[config.mk]
export PLATFORM = sky130hd
export DESIGN_NAME = ram_burst_reader
export DESIGN_NICKNAME = d
export VERILOG_FILES = /design/src/rtl/ram_burst_reader.sv
export SDC_FILE = /design/constraint.sdc
export NUM_CORES = 1
export LEC_CHECK = 0
export ABC_CLOCK_PERIOD_IN_PS = 6680
export CORE_MARGIN = 5
export CORE_UTILIZATION = 60
export CTS_CLUSTER_SIZE = 8
export DETAILED_ROUTE_END_ITERATION = 16
export DONT_BUFFER_PORTS = 1
export GPL_ROUTABILITY_DRIVEN = 0
export HOLD_SLACK_MARGIN = 0.15
export PLACE_DENSITY = 0.75
export SYNTH_ARGS = -nofsm -noshare
export SYNTH_HDL_FRONTEND = slang
export SYNTH_SLANG_ARGS = --single-unit
[constraint.sdc]
create_clock -name clock -period 6.68 [get_ports clock]
set_input_delay 1.336 -clock clock [delete_from_list [all_inputs] [get_ports clock]]
set_output_delay 1.336 -clock clock [all_outputs]
set_load 0.02 [all_outputs]
[src/rtl/ram_burst_reader.sv]
// Burst read initiator for one RAM port: issues sequential reads,
// absorbs the one-cycle read latency and streams words via valid/ready.
module ram_burst_reader #(
  parameter int DATA_WIDTH = 8,
  parameter int ADDR_WIDTH = 16
) (
  input  logic                  clock,
  input  logic                  reset,
  input  logic                  start,
  input  logic [ADDR_WIDTH-1:0] base_addr,
  input  logic [ADDR_WIDTH:0]   length,
  output logic                  busy,
  output logic                  done,
  output logic [ADDR_WIDTH-1:0] ram_addr,
  output logic                  ram_write_enable,
  output logic [DATA_WIDTH-1:0] ram_in,
  input  logic [DATA_WIDTH-1:0] ram_out,
  output logic [DATA_WIDTH-1:0] out_data,
  output logic                  out_valid,
  input  logic                  out_ready
);

  typedef enum logic [1:0] {
    IDLE,
    ISSUE,
    DRAIN,
    DONE
  } state_t;

  state_t                state_q, state_d;
  logic [ADDR_WIDTH:0]   len_q, len_d;
  logic [ADDR_WIDTH:0]   cnt_q, cnt_d;
  logic [ADDR_WIDTH-1:0] addr_q, addr_d;
  logic                  inflight_q, inflight_d;

  logic [DATA_WIDTH-1:0] mem_q [2];
  logic [DATA_WIDTH-1:0] mem_d [2];
  logic                  wr_q, wr_d;
  logic                  rd_q, rd_d;
  logic [1:0]            fcnt_q, fcnt_d;

  logic                  issue;
  logic                  push;
  logic                  pop;
  logic                  room;
  logic [2:0]            occ;

  assign ram_write_enable = 1'b0;
  assign ram_in           = '0;
  assign ram_addr         = addr_q;
  assign busy             = (state_q != IDLE);
  assign done             = (state_q == DONE);
  assign out_valid        = (fcnt_q != 2'd0);
  assign out_data         = mem_q[rd_q];

  assign push = inflight_q;
  assign pop  = out_valid & out_ready;

  // A pop this cycle frees a slot, so it counts as credit now.
  assign occ  = {1'b0, fcnt_q} + {2'b00, inflight_q};
  assign room = occ < (3'd2 + {2'b00, pop});

  always_comb begin
    mem_d  = mem_q;
    wr_d   = wr_q;
    rd_d   = rd_q;
    fcnt_d = fcnt_q;
    if (push) begin
      mem_d[wr_q] = ram_out;
      wr_d        = ~wr_q;
    end
    if (pop) begin
      rd_d = ~rd_q;
    end
    fcnt_d = fcnt_q + {1'b0, push} - {1'b0, pop};
  end

  always_comb begin
    state_d    = state_q;
    len_d      = len_q;
    cnt_d      = cnt_q;
    addr_d     = addr_q;
    issue      = 1'b0;
    unique case (state_q)
      IDLE: begin
        if (start) begin
          len_d = length;
          cnt_d = '0;
          if (length == '0) begin
            state_d = DONE;
          end else begin
            addr_d  = base_addr;
            state_d = ISSUE;
          end
        end
      end
      ISSUE: begin
        issue = room;
        if (issue) begin
          cnt_d = cnt_q + 1'b1;
          // Keep the last issued address once the count is reached.
          if (cnt_d == len_q) begin
            state_d = DRAIN;
          end else begin
            addr_d = addr_q + 1'b1;
          end
        end
      end
      DRAIN: begin
        if (!inflight_q && fcnt_d == 2'd0) begin
          state_d = DONE;
        end
      end
      DONE: begin
        state_d = IDLE;
      end
      default: begin
        state_d = IDLE;
      end
    endcase
    inflight_d = issue;
  end

  always_ff @(posedge clock or posedge reset) begin
    if (reset) begin
      state_q    <= IDLE;
      len_q      <= '0;
      cnt_q      <= '0;
      addr_q     <= '0;
      inflight_q <= 1'b0;
      mem_q[0]   <= '0;
      mem_q[1]   <= '0;
      wr_q       <= 1'b0;
      rd_q       <= 1'b0;
      fcnt_q     <= 2'd0;
    end else begin
      state_q    <= state_d;
      len_q      <= len_d;
      cnt_q      <= cnt_d;
      addr_q     <= addr_d;
      inflight_q <= inflight_d;
      mem_q      <= mem_d;
      wr_q       <= wr_d;
      rd_q       <= rd_d;
      fcnt_q     <= fcnt_d;
    end
  end

  always_ff @(posedge clock) begin
    if (!reset) begin
      assert (!(push && !pop && fcnt_q == 2'd2));
    end
  end

endmodule

==> results of run 1 <==
## worst register-to-register path, stage by stage, from the launching register on
cell,delay [ns]
dfrtp_1,0.46
ha_1,0.36
nand3_1,0.28
or4_1,0.59
xnor2_1,0.19
nor3_1,0.30
nand4_2,0.45
and3_4,0.38
a311oi_1,0.27
## flip-flops by register name (all words and copies together), names as in the netlist, 2 cells and up
register and cells:
mem_q 16, fcnt_q 2, ram_addr 16, cnt_q 17, state_q 2, len_q 17
## synth_stat cells (6+ instances only)
master	count
a21o_1	6
a21oi_1	9
a22oi_1	6
and3_1	16
buf_4	9
clkbuf_1	15
dfrtp_1	73
ha_1	11
inv_1	11
mux2_2	41
mux2i_1	6
nand2_1	25
nand3_1	11
nand4_1	7
nor2_1	15
nor2b_1	6
nor3_1	14
nor4_1	6
o21ai_0	26
xnor2_1	25
## logic make-up after synthesis
group                      count (synthesis)  synth area share (%)
and+or+nand+nor                          131                  17.9
AOI/OAI and AO/OA                         92                  14.2
DFF                                       73                  41.8
muxes                                     47                  11.9
buffers and inverters                     41                  4.46
xor gates and xnor gates                  31                  6.55
adders and majority gates                 11                  3.15
other                                      1                0.0857
## layout make-up
class | count | area [µm²] | share of cell area (%)
repair buffers | 2 | 15.0 | 0.327
clock buffers | 10 | 138 | 2.99
flip-flops and latches | 73 | 1830 | 39.7
multi-input cells | 321 | 2380 | 51.9
clock inverters | 6 | 67.6 | 1.47
inverters | 11 | 41.3 | 0.898
well taps | 99 | 124 | 2.70
## routing by layer
layer / GRT usage, % / wire [µm]
met1: 29.1 / 4180
met5: 0 / 0
met4: 9.60 / 196
met3: 4.74 / 535
met2: 35.2 / 4660
## stage by stage
step	instances	area (µm²)
6_report	522	4600
5_1_grt	522	4600
4_1_cts	522	4600
3_5_place_dp	506	4390
3_3_place_gp	506	4390
2_1_floorplan	435	4410
## worst max-delay path by stage
stage	start	slack, ns	cells past startpoint	endpoint
6_report	length[16]	2.84	7	ram_addr[10]$_DFFE_PP0P_
5_1_grt	length[3]	2.65	7	ram_addr[10]$_DFFE_PP0P_
4_1_cts	length[16]	2.89	7	ram_addr[10]$_DFFE_PP0P_
3_5_place_dp	length[16]	2.50	7	ram_addr[10]$_DFFE_PP0P_
3_3_place_gp	length[3]	2.70	7	ram_addr[10]$_DFFE_PP0P_
2_1_floorplan	reset	3.49	1	cnt_q[0]$_DFFE_PP0P_
## report_power, final
| group | switching, W | internal (W) |
|---|---|---|
| clock network | 0.000177 | 0.000183 |
| logic | 0.000568 | 0.000445 |
| registers | 0.000236 | 0.000625 |
==> impl_results.md, run 1 <==
- Status: finished clean
- Fillers: 602
- Commonest non-fill, non-tap cells in the layout: 73 x dfrtp_1, 41 x mux2_2, 26 x o21ai_0
- Worst setup SP type: input port
- CP max stage delay: 0.78 ns
- Critical path class: in2reg
- CTS clock-pin slew for the worst setup and hold paths: 0.09 ns
- Max Clock Freq: 0.260 GHz
- Hold_buf cts: 0
- Avg WL per Cell: 18.3 µm
- Vias per Instance: 6.31
- Final Cycle Share: 57.5%
- CTS Buffer Depth: 2
- Final Hold Fails: 0
- Synthesized flop and latch total: 73
- P per Cell Area: 486 nW/µm²
- Most common cell after layout, fill and taps aside: dfrtp_1
- I/O pin count: 81
- Layout Nets: 474
- Synth top area cells: dfrtp_1 42%, mux2_2 11%, xnor2_1 5.0%
- Die area: 9100 µm²
- Ant diodes: 0
- Slew HR: 40.5%
- Die width: 95.4 µm
- Worst hold slack: 0.495 ns
- Cell variety after synth: 59
- Initial drt markers: 139
- PostCTS Resize Cnt: 0
- Final setup violation count: 0
- Post-Syn Area: 4380 µm²
- Num CTS Buffers: 9
- Row Count: 31
- First-pass GRT wire length: 15700 µm
- Ratio of cells with drive above 1 in the final layout: 18.0%
- DRT Pass-1 Iters: 4
- Asr flop ratio synth: 100%
- WHS Path Cells: 1
- Cell repeated most along the worst path: nor4_1
- Setup_tns: 0 ns
- Crit end category: flop
- Post-synth top area cell: dfrtp_1
- Max-Cap Viols: 0
- All-layer global routing usage: 22.1%
- R2R Path End: ram_addr[7]$_DFFE_PP0P_
- RSZ-0062 raised after global routing: no
- Routed Antenna Nets: 0
- Slowest stage cell, crit path: a221o_1
- Ys flop type: dfrtp_1
- Area fraction of the dominant cell type after synthesis: 41.8%
- Clock skew: 0.0142 ns
- Syn Inst Count: 427
- Largest net degree at the start of global routing: 74
- Minimum clock period: 3.84 ns
- Pwr Total: 0.00223 W
- Hold crit path type: reg2reg
- Initial Util: 61.0%
- Synth warn: 0
- H-tree depth: 3
- Core ar.: 7180 µm²
- # port buffers: 0
- Post-synth EDFFs: 0
- Die H: 95.4 µm
- Via count: 3293
- Worst skew pair latency: 0.36 ns
- Worst Path Buf+Inv: 0
- Slew Viols, Final: 0
- Residual DRC: 0
- Reg2reg setup slack: 3.31 ns
- Delay-heaviest family, CP: simple AND/OR/NAND/NOR gates
- Hold EP: wr_q$_DFFE_PP0P_
- Max IR drop VDD: 233 µV
- Grt total ovfl: 0
- Root buf cell: clkbuf_8
- Reg-to-reg startpoint: cnt_q[0]$_DFFE_PP0P_
- Drt total wl: 9570 µm
- Worst Slack Setup Final: 2.84 ns
- Sinks on Clock Net: 73
- Worst-path cell chain: nor4_1 > nand4_1 > nor4_1 > a221o_1 > nor2_1 > a311o_1 > o311a_1
- Setup bufs post-CTS: 0
- Final core utilization: 64.0%
- CP Data Required Time: 6.93 ns
- Min-delay src: wr_q$_DFFE_PP0P_
- Pleak: 1.91 nW
- R2R depth: 8
- Avg Cell Area, Syn: 10.2 µm²
- HPWL Detailed: 6710 µm
- Worst-Margin Slew: 0.892 ns
- Number of global-route vias before repair: 3222
- Dpl ws: 2.50 ns
- Crit path max fanout: 22
- Arrival @ worst endpoint: 4.09 ns
- CTS tree: done
- Area grow syn2layout: 5.03%
- Sequential-to-total area share from yosys stat: 41.8%
- Initial antenna violation count: 0
Power figures use the tool's default switching activity.
==> run 2, diff against run 1 <==
--- a/config.mk
+++ b/config.mk
@@ -5,7 +5,7 @@
 export SDC_FILE = /design/constraint.sdc
 export NUM_CORES = 1
 export LEC_CHECK = 0
-export ABC_CLOCK_PERIOD_IN_PS = 6680
+export ABC_CLOCK_PERIOD_IN_PS = 3970
 export CORE_MARGIN = 5
 export CORE_UTILIZATION = 60
 export CTS_CLUSTER_SIZE = 8
==> constraint.sdc (replaced) <==
create_clock -name clock -period 3.97 [get_ports clock]
set_input_delay 0.794 -clock clock [delete_from_list [all_inputs] [get_ports clock]]
set_output_delay 0.794 -clock clock [all_outputs]
set_load 0.02 [all_outputs]
==> run 2 against run 1 <==
Effect of this change:
- utilization increased by 0.59 points
- die area unchanged
- hold slack improved by 0.011 ns
- clock power increased by 86%
- first-iteration DRC count increased by 23%
- wire length increased by 3.4%
- via count increased by 0.58%
- register-to-register slack got worse by 2.6 ns
- combinational power increased by 73%
- worst setup slack got worse by 2.2 ns
- cell area increased by 0.93%
- critical path depth increased by 1
- critical path type is now reg2reg
- critical endpoint is now ram_addr[7]$_DFFE_PP0P_
- largest cell class unchanged
- largest power group unchanged
==> impl_results.md, run 2 (synthesis gave the netlist of run 1 again) <==
- Number of global-route vias before repair: 3245 (was 3222)
- Final Cycle Share: 82.8%
- Drt total wl: 9900 µm (was 9570 µm)
- PostCTS Resize Cnt: 0 (unchanged)
- Residual DRC: 0 (unchanged)
- Reg-to-reg startpoint: cnt_q[0]$_DFFE_PP0P_ (unchanged)
- Placement Cell Area: 4410 µm² (was 4390 µm²)
- Avg WL per Cell: 18.9 µm (was 18.3 µm)
- Critical path class: reg2reg (was in2reg)
- Die H: 95.4 µm (unchanged)
- Area grow syn2layout: 6.01% (was 5.03%)
- Hold crit path type: reg2reg (unchanged)
- R2R Path End: ram_addr[7]$_DFFE_PP0P_ (unchanged)
- Largest regs: cnt_q: 17 flops, len_q: 17 flops (unchanged)
- Layout Nets: 477 (was 474)
- Setup_tns: 0 ns (unchanged)
- Pleak: 1.93 nW (was 1.91 nW)
- CTS tree: done (unchanged)
- Max IR drop VDD: 360 µV (was 233 µV)
- First-pass GRT wire length: 15900 µm (was 15700 µm)
- Finished Layout Cells: 525 (was 522)
- WHS Path Cells: 1 (unchanged)
- Delay-heaviest family, CP: simple AND/OR/NAND/NOR gates (unchanged)
- Initial drt markers: 171 (was 139)
- CTS clock-pin slew for the worst setup and hold paths: 0.08 ns (was 0.09 ns)
- Slew HR: 38.1% (was 40.5%)
- Slowest stage cell, crit path: or4_1 (was a221o_1)
- Most common cell after layout, fill and taps aside: dfrtp_1 (unchanged)
- Initial antenna violation count: 0 (unchanged)
- P per Cell Area: 837 nW/µm² (was 486 nW/µm²)
- Core ar.: 7180 µm² (unchanged)
- HPWL Detailed: 6960 µm (was 6710 µm)
- Die area: 9100 µm² (unchanged)
- Hold_buf cts: 0 (unchanged)
- Hold EP: mem_q[13]$_DFFE_PP0P_ (was wr_q$_DFFE_PP0P_)
- Status: finished clean (unchanged)
- Ant diodes: 0 (unchanged)
- DRT Pass-1 Iters: 4 (unchanged)
- Die width: 95.4 µm (unchanged)
- Row Count: 31 (unchanged)
- Routed Antenna Nets: 0 (unchanged)
- H-tree depth: 3 (unchanged)
- Final Hold Fails: 0 (unchanged)
- Max Clock Freq: 0.304 GHz
- Cells after DPL: 509 (was 506)
- Largest net degree at the start of global routing: 74 (unchanged)
- RSZ-0062 raised after global routing: no (unchanged)
- Vias per Instance: 6.31 (about the same)
- Max-Cap Viols: 0 (unchanged)
- Cell area after layout: 4640 µm² (was 4600 µm²)
- Final setup violation count: 0 (unchanged)
- Num CTS Buffers: 9 (unchanged)
- Min-delay src: mem_q[13]$_DFFE_PP0P_ (was wr_q$_DFFE_PP0P_)
- I/O pin count: 81 (unchanged)
- Via count: 3312 (was 3293)
- Slew Viols, Final: 0 (unchanged)
- Crit path max fanout: 15 (was 22)
- Root buf cell: clkbuf_8 (unchanged)
- Arrival @ worst endpoint: 3.54 ns (was 4.09 ns)
- Worst setup SP type: flop (was input port)
- Grt total ovfl: 0 (unchanged)
- Ratio of cells with drive above 1 in the final layout: 18.5% (was 18.0%)
- R2R depth: 8 (unchanged)
- Worst Path Buf+Inv: 0 (unchanged)
- # port buffers: 0 (unchanged)
- Minimum clock period: 3.29 ns
- Initial Util: 61.0% (unchanged)
- CP max stage delay: 0.56 ns (was 0.78 ns)
- Commonest non-fill, non-tap cells in the layout: 73 x dfrtp_1, 41 x mux2_2, 26 x o21ai_0 (unchanged)
- Pwr Total: 0.00388 W (was 0.00223 W)
- CTS Buffer Depth: 2 (unchanged)
- Worst-path cell chain: ha_1 > nand3_1 > or4_1 > xnor2_1 > nor3_1 > nand4_2 > and3_4 > a311oi_1 (was nor4_1 > nand4_1 > nor4_1 > a221o_1 > nor2_1 > a311o_1 > o311a_1)
- Sinks on Clock Net: 73 (unchanged)
- Setup bufs post-CTS: 0 (unchanged)
- Worst-Margin Slew: 0.929 ns (was 0.892 ns)
- CP Data Required Time: 4.22 ns (was 6.93 ns)
- All-layer global routing usage: 22.6% (was 22.1%)
- Crit end category: flop (unchanged)
- Worst hold slack: 0.507 ns (was 0.495 ns)
- Worst skew pair latency: 0.35 ns (was 0.36 ns)
- Reg2reg setup slack: 0.68 ns (was 3.31 ns)
- Clock skew: 0.00837 ns (was 0.0142 ns)
-- run 2: worst reg2reg max path: stages (launching register included) --
cell,delay [ns]
dfrtp_1,0.45
ha_1,0.36
nand3_1,0.25
or4_1,0.56
xnor2_1,0.16
nor3_1,0.30
nand4_2,0.45
and3_4,0.38
a311oi_1,0.28
-- run 2: how the worst max path moves through the flow --
stage               depth (start not counted)  slack (ns)                      end                 start
floorplan                                   1        1.32     cnt_q[0]$_DFFE_PP0P_                 reset
global placement                            8        0.89  ram_addr[7]$_DFFE_PP0P_  cnt_q[0]$_DFFE_PP0P_
detailed placement                          8        0.73  ram_addr[7]$_DFFE_PP0P_  cnt_q[0]$_DFFE_PP0P_
CTS                                         8        0.70  ram_addr[7]$_DFFE_PP0P_  cnt_q[0]$_DFFE_PP0P_
global route                                8        0.50  ram_addr[7]$_DFFE_PP0P_  cnt_q[0]$_DFFE_PP0P_
finish                                      8        0.68  ram_addr[7]$_DFFE_PP0P_  cnt_q[0]$_DFFE_PP0P_
-- run 2: metal layers --
layer  track usage [%]  part of all wire, %
met4              8.89                  2.0
met2              36.4                   48
met3              4.81                  6.5
met1              29.7                   44
met5                 0                    0
-- run 2: through the flow --
stage                     utilization, %  setup WS [ns]
after floorplan                        -           1.32
after global placement              61.5          0.892
after detailed placement            61.5          0.732
after CTS                           64.6          0.700
after global routing                64.6          0.502
final                               64.6          0.683
-- run 2: power breakdown --
group	internal (W)	switching, W	leakage, nW
sequential	0.00105	0.000406	0.895
combinational	0.000770	0.000985	0.926
clock	0.000359	0.000310	0.106
-- run 2: layout make-up --
class / instances / area (µm²)
multi-input cells: 321 / 2380
inverters: 11 / 41.3
clock buffers: 9 / 124
flip-flops and latches: 73 / 1830
clock inverters: 7 / 101
repair buffers: 5 / 37.5
fillers: 580 / 2540
well taps: 99 / 124
==> run 3, diff against run 2 <==
--- a/config.mk
+++ b/config.mk
@@ -5,7 +5,7 @@
 export SDC_FILE = /design/constraint.sdc
 export NUM_CORES = 1
 export LEC_CHECK = 0
-export ABC_CLOCK_PERIOD_IN_PS = 3970
+export ABC_CLOCK_PERIOD_IN_PS = 3300
 export CORE_MARGIN = 5
 export CORE_UTILIZATION = 60
 export CTS_CLUSTER_SIZE = 8
==> constraint.sdc (replaced) <==
create_clock -name clock -period 3.3 [get_ports clock]
set_input_delay 0.66 -clock clock [delete_from_list [all_inputs] [get_ports clock]]
set_output_delay 0.66 -clock clock [all_outputs]
set_load 0.02 [all_outputs]
==> run 3 against run 2 <==
Effect of this change:
- wire length is 2.5% lower
- via count is 1.1% higher
- critical path type unchanged
- cell area is 0.16% higher
- largest power group unchanged
==> impl_results.md, run 3 (synthesis gave the netlist of run 1 again) <==
- PostCTS Resize Cnt: 0 (unchanged)
- H-tree depth: 3 (unchanged)
- Slew HR: 36.9% (was 38.1%)
- Minimum clock period: 2.94 ns (was 3.29 ns)
- Worst skew pair latency: 0.36 ns (was 0.35 ns)
- Final core utilization: 64.7% (was 64.6%)
- Number of global-route vias before repair: 3335 (was 3245)
- Clock share of power: 15.1% (was 17.2%)
- Finished Layout Cells: 529 (was 525)
- CTS Buffer Depth: 2 (unchanged)
- Row Count: 31 (unchanged)
- Hold crit path type: in2async (was reg2reg)
- Initial drt markers: 239 (was 171)
- RSZ-0062 raised after global routing: no (unchanged)
- Arrival @ worst endpoint: 3.20 ns (was 3.54 ns)
- Hold_buf cts: 0 (unchanged)
- CP max stage delay: 0.53 ns (was 0.56 ns)
- CTS tree: done (unchanged)
- Crit path max fanout: 9 (was 15)
- CTS clock-pin slew for the worst setup and hold paths: 0.09 ns (was 0.08 ns)
- Avg WL per Cell: 18.3 µm (was 18.9 µm)
- P per Cell Area: 979 nW/µm² (was 837 nW/µm²)
- Flop pwr share: 38.4% (was 37.5%)
- Met2 WL post-DR: 4640 µm (was 4730 µm)
- Slowest stage cell, crit path: or4_1 (unchanged)
- I/O pin count: 81 (unchanged)
- Vias per Instance: 6.33 (was 6.31)
- Cells after DPL: 513 (was 509)
- WL met1: 4170 µm (was 4320 µm)
- Max-Cap Viols: 0 (unchanged)
- Area grow syn2layout: 6.18% (was 6.01%)
- Ratio of cells with drive above 1 in the final layout: 19.3% (was 18.5%)
- Largest regs: cnt_q: 17 flops, len_q: 17 flops (unchanged)
- Residual DRC: 0 (unchanged)
- Initial antenna violation count: 0 (unchanged)
- First-pass GRT wire length: 15800 µm (was 15900 µm)
- Initial Util: 61.0% (unchanged)
- # port buffers: 0 (unchanged)
- Max Clock Freq: 0.341 GHz (was 0.304 GHz)
- Routed Antenna Nets: 0 (unchanged)
- Comb pwr share: 46.5% (was 45.2%)
- Critical path class: reg2reg (unchanged)
- Most common cell after layout, fill and taps aside: dfrtp_1 (unchanged)
- Ant diodes: 0 (unchanged)
- Dpl ws: 0.344 ns (was 0.732 ns)
- All-layer global routing usage: 22.3% (was 22.6%)
- Via count: 3348 (was 3312)
- Switching share of power: 45.1% (was 43.8%)
- Crit end category: flop (unchanged)
- Worst Slack Setup Final: 0.364 ns (was 0.683 ns)
- Cell internal pwr: 0.00250 W (was 0.00218 W)
- Die area: 9100 µm² (unchanged)
- Clock skew: 0.00937 ns (was 0.00837 ns)
- Drt total wl: 9660 µm (was 9900 µm)
- Layout Nets: 481 (was 477)
- Die width: 95.4 µm (unchanged)
- Switching pwr: 0.00205 W (was 0.00170 W)
- Grt total ovfl: 0 (unchanged)
- Pleak: 1.94 nW (was 1.93 nW)
- HPWL Detailed: 7060 µm (was 6960 µm)
- Worst setup SP type: flop (unchanged)
- Final setup violation count: 0 (unchanged)
- Final Hold Fails: 0 (unchanged)
- Worst-Margin Slew: 0.947 ns (was 0.929 ns)
- Root buf cell: clkbuf_8 (unchanged)
- Max layer used: met4 (unchanged)
- Setup bufs post-CTS: 0 (unchanged)
- Sinks on Clock Net: 73 (unchanged)
- CP Data Required Time: 3.56 ns (was 4.22 ns)
- Final Cycle Share: 89.0% (was 82.8%)
- Status: finished clean (unchanged)
- Die H: 95.4 µm (unchanged)
- Setup_tns: 0 ns (unchanged)
- Largest net degree at the start of global routing: 40 (was 74)
- Slew Viols, Final: 0 (unchanged)
- Worst-path cell chain: ha_1 > nand3_1 > or4_1 > xnor2_1 > nor3_1 > nand4_2 > and3_4 > a311oi_1 (unchanged)
- Worst hold slack: 0.307 ns (was 0.507 ns)
- Commonest non-fill, non-tap cells in the layout: 73 x dfrtp_1, 41 x mux2_2, 26 x o21ai_0 (unchanged)
- DRT Pass-1 Iters: 4 (unchanged)
- Core ar.: 7180 µm² (unchanged)
- Max IR drop VDD: 442 µV (was 360 µV)
- Metal3 WL: 707 µm (was 646 µm)
- Num CTS Buffers: 9 (unchanged)
run 3: area by class of cell:
type | count | area, µm²
Clock buffer | 9 | 124
Clock inverter | 7 | 66.3
Fill cell | 590 | 2530
Inverter | 11 | 41.3
Multi-Input combinational cell | 321 | 2380
Sequential cell | 73 | 1830
Tap cell | 99 | 124
Timing Repair Buffer | 9 | 80.1
run 3: per-stage QoR:
step                      cell area [µm²]  power (W)
after floorplan                      4410    0.00339
after global placement               4460    0.00378
after detailed placement             4460    0.00386
after CTS                            4650    0.00455
after global routing                 4650    0.00486
final                                4650    0.00455
run 3: path summary, 6_finish.rpt:
path                                       startpoint                 endpoint  slack, ns  cells past startpoint
max in group asynchronous                       reset  ram_addr[0]$_DFFE_PP0P_       2.31                      2
worst max-delay path             cnt_q[0]$_DFFE_PP0P_  ram_addr[7]$_DFFE_PP0P_       0.36                      8
worst min register to register  cnt_q[16]$_DFFE_PP0P_    cnt_q[16]$_DFFE_PP0P_       0.51                      1
min in group clock                          length[3]     len_q[3]$_DFFE_PP0P_       0.44                      1
worst max register to register   cnt_q[0]$_DFFE_PP0P_  ram_addr[7]$_DFFE_PP0P_       0.36                      8
worst min-delay path                            reset    mem_q[14]$_DFFE_PP0P_       0.31                      1
run 3: power groups by stage:
| stage | registers, W | clock network [W] | logic, W |
|---|---|---|---|
| floorplan | 0.00163 | 0 | 0.00176 |
| global placement | 0.00174 | 0 | 0.00204 |
| detailed placement | 0.00176 | 0 | 0.00210 |
| CTS | 0.00174 | 0.000701 | 0.00211 |
| global route | 0.00180 | 0.000738 | 0.00232 |
| finish | 0.00174 | 0.000688 | 0.00211 |
run 3: worst max-delay path: cells and delay by family, from the launching register on:
family,cells,cell delay (ns)
and+or+nand+nor,5,1.62
DFF,1,0.44
adders and majority gates,1,0.35
AOI/OAI and AO/OA,1,0.25
xor gates and xnor gates,1,0.18
run 3: metal layers:
metal  global-route usage [%]  vias up
met5                        0        -
met4                     8.77        0
li1                         -     1565
met3                     4.26       14
met1                     29.9     1658
met2                     35.6      111
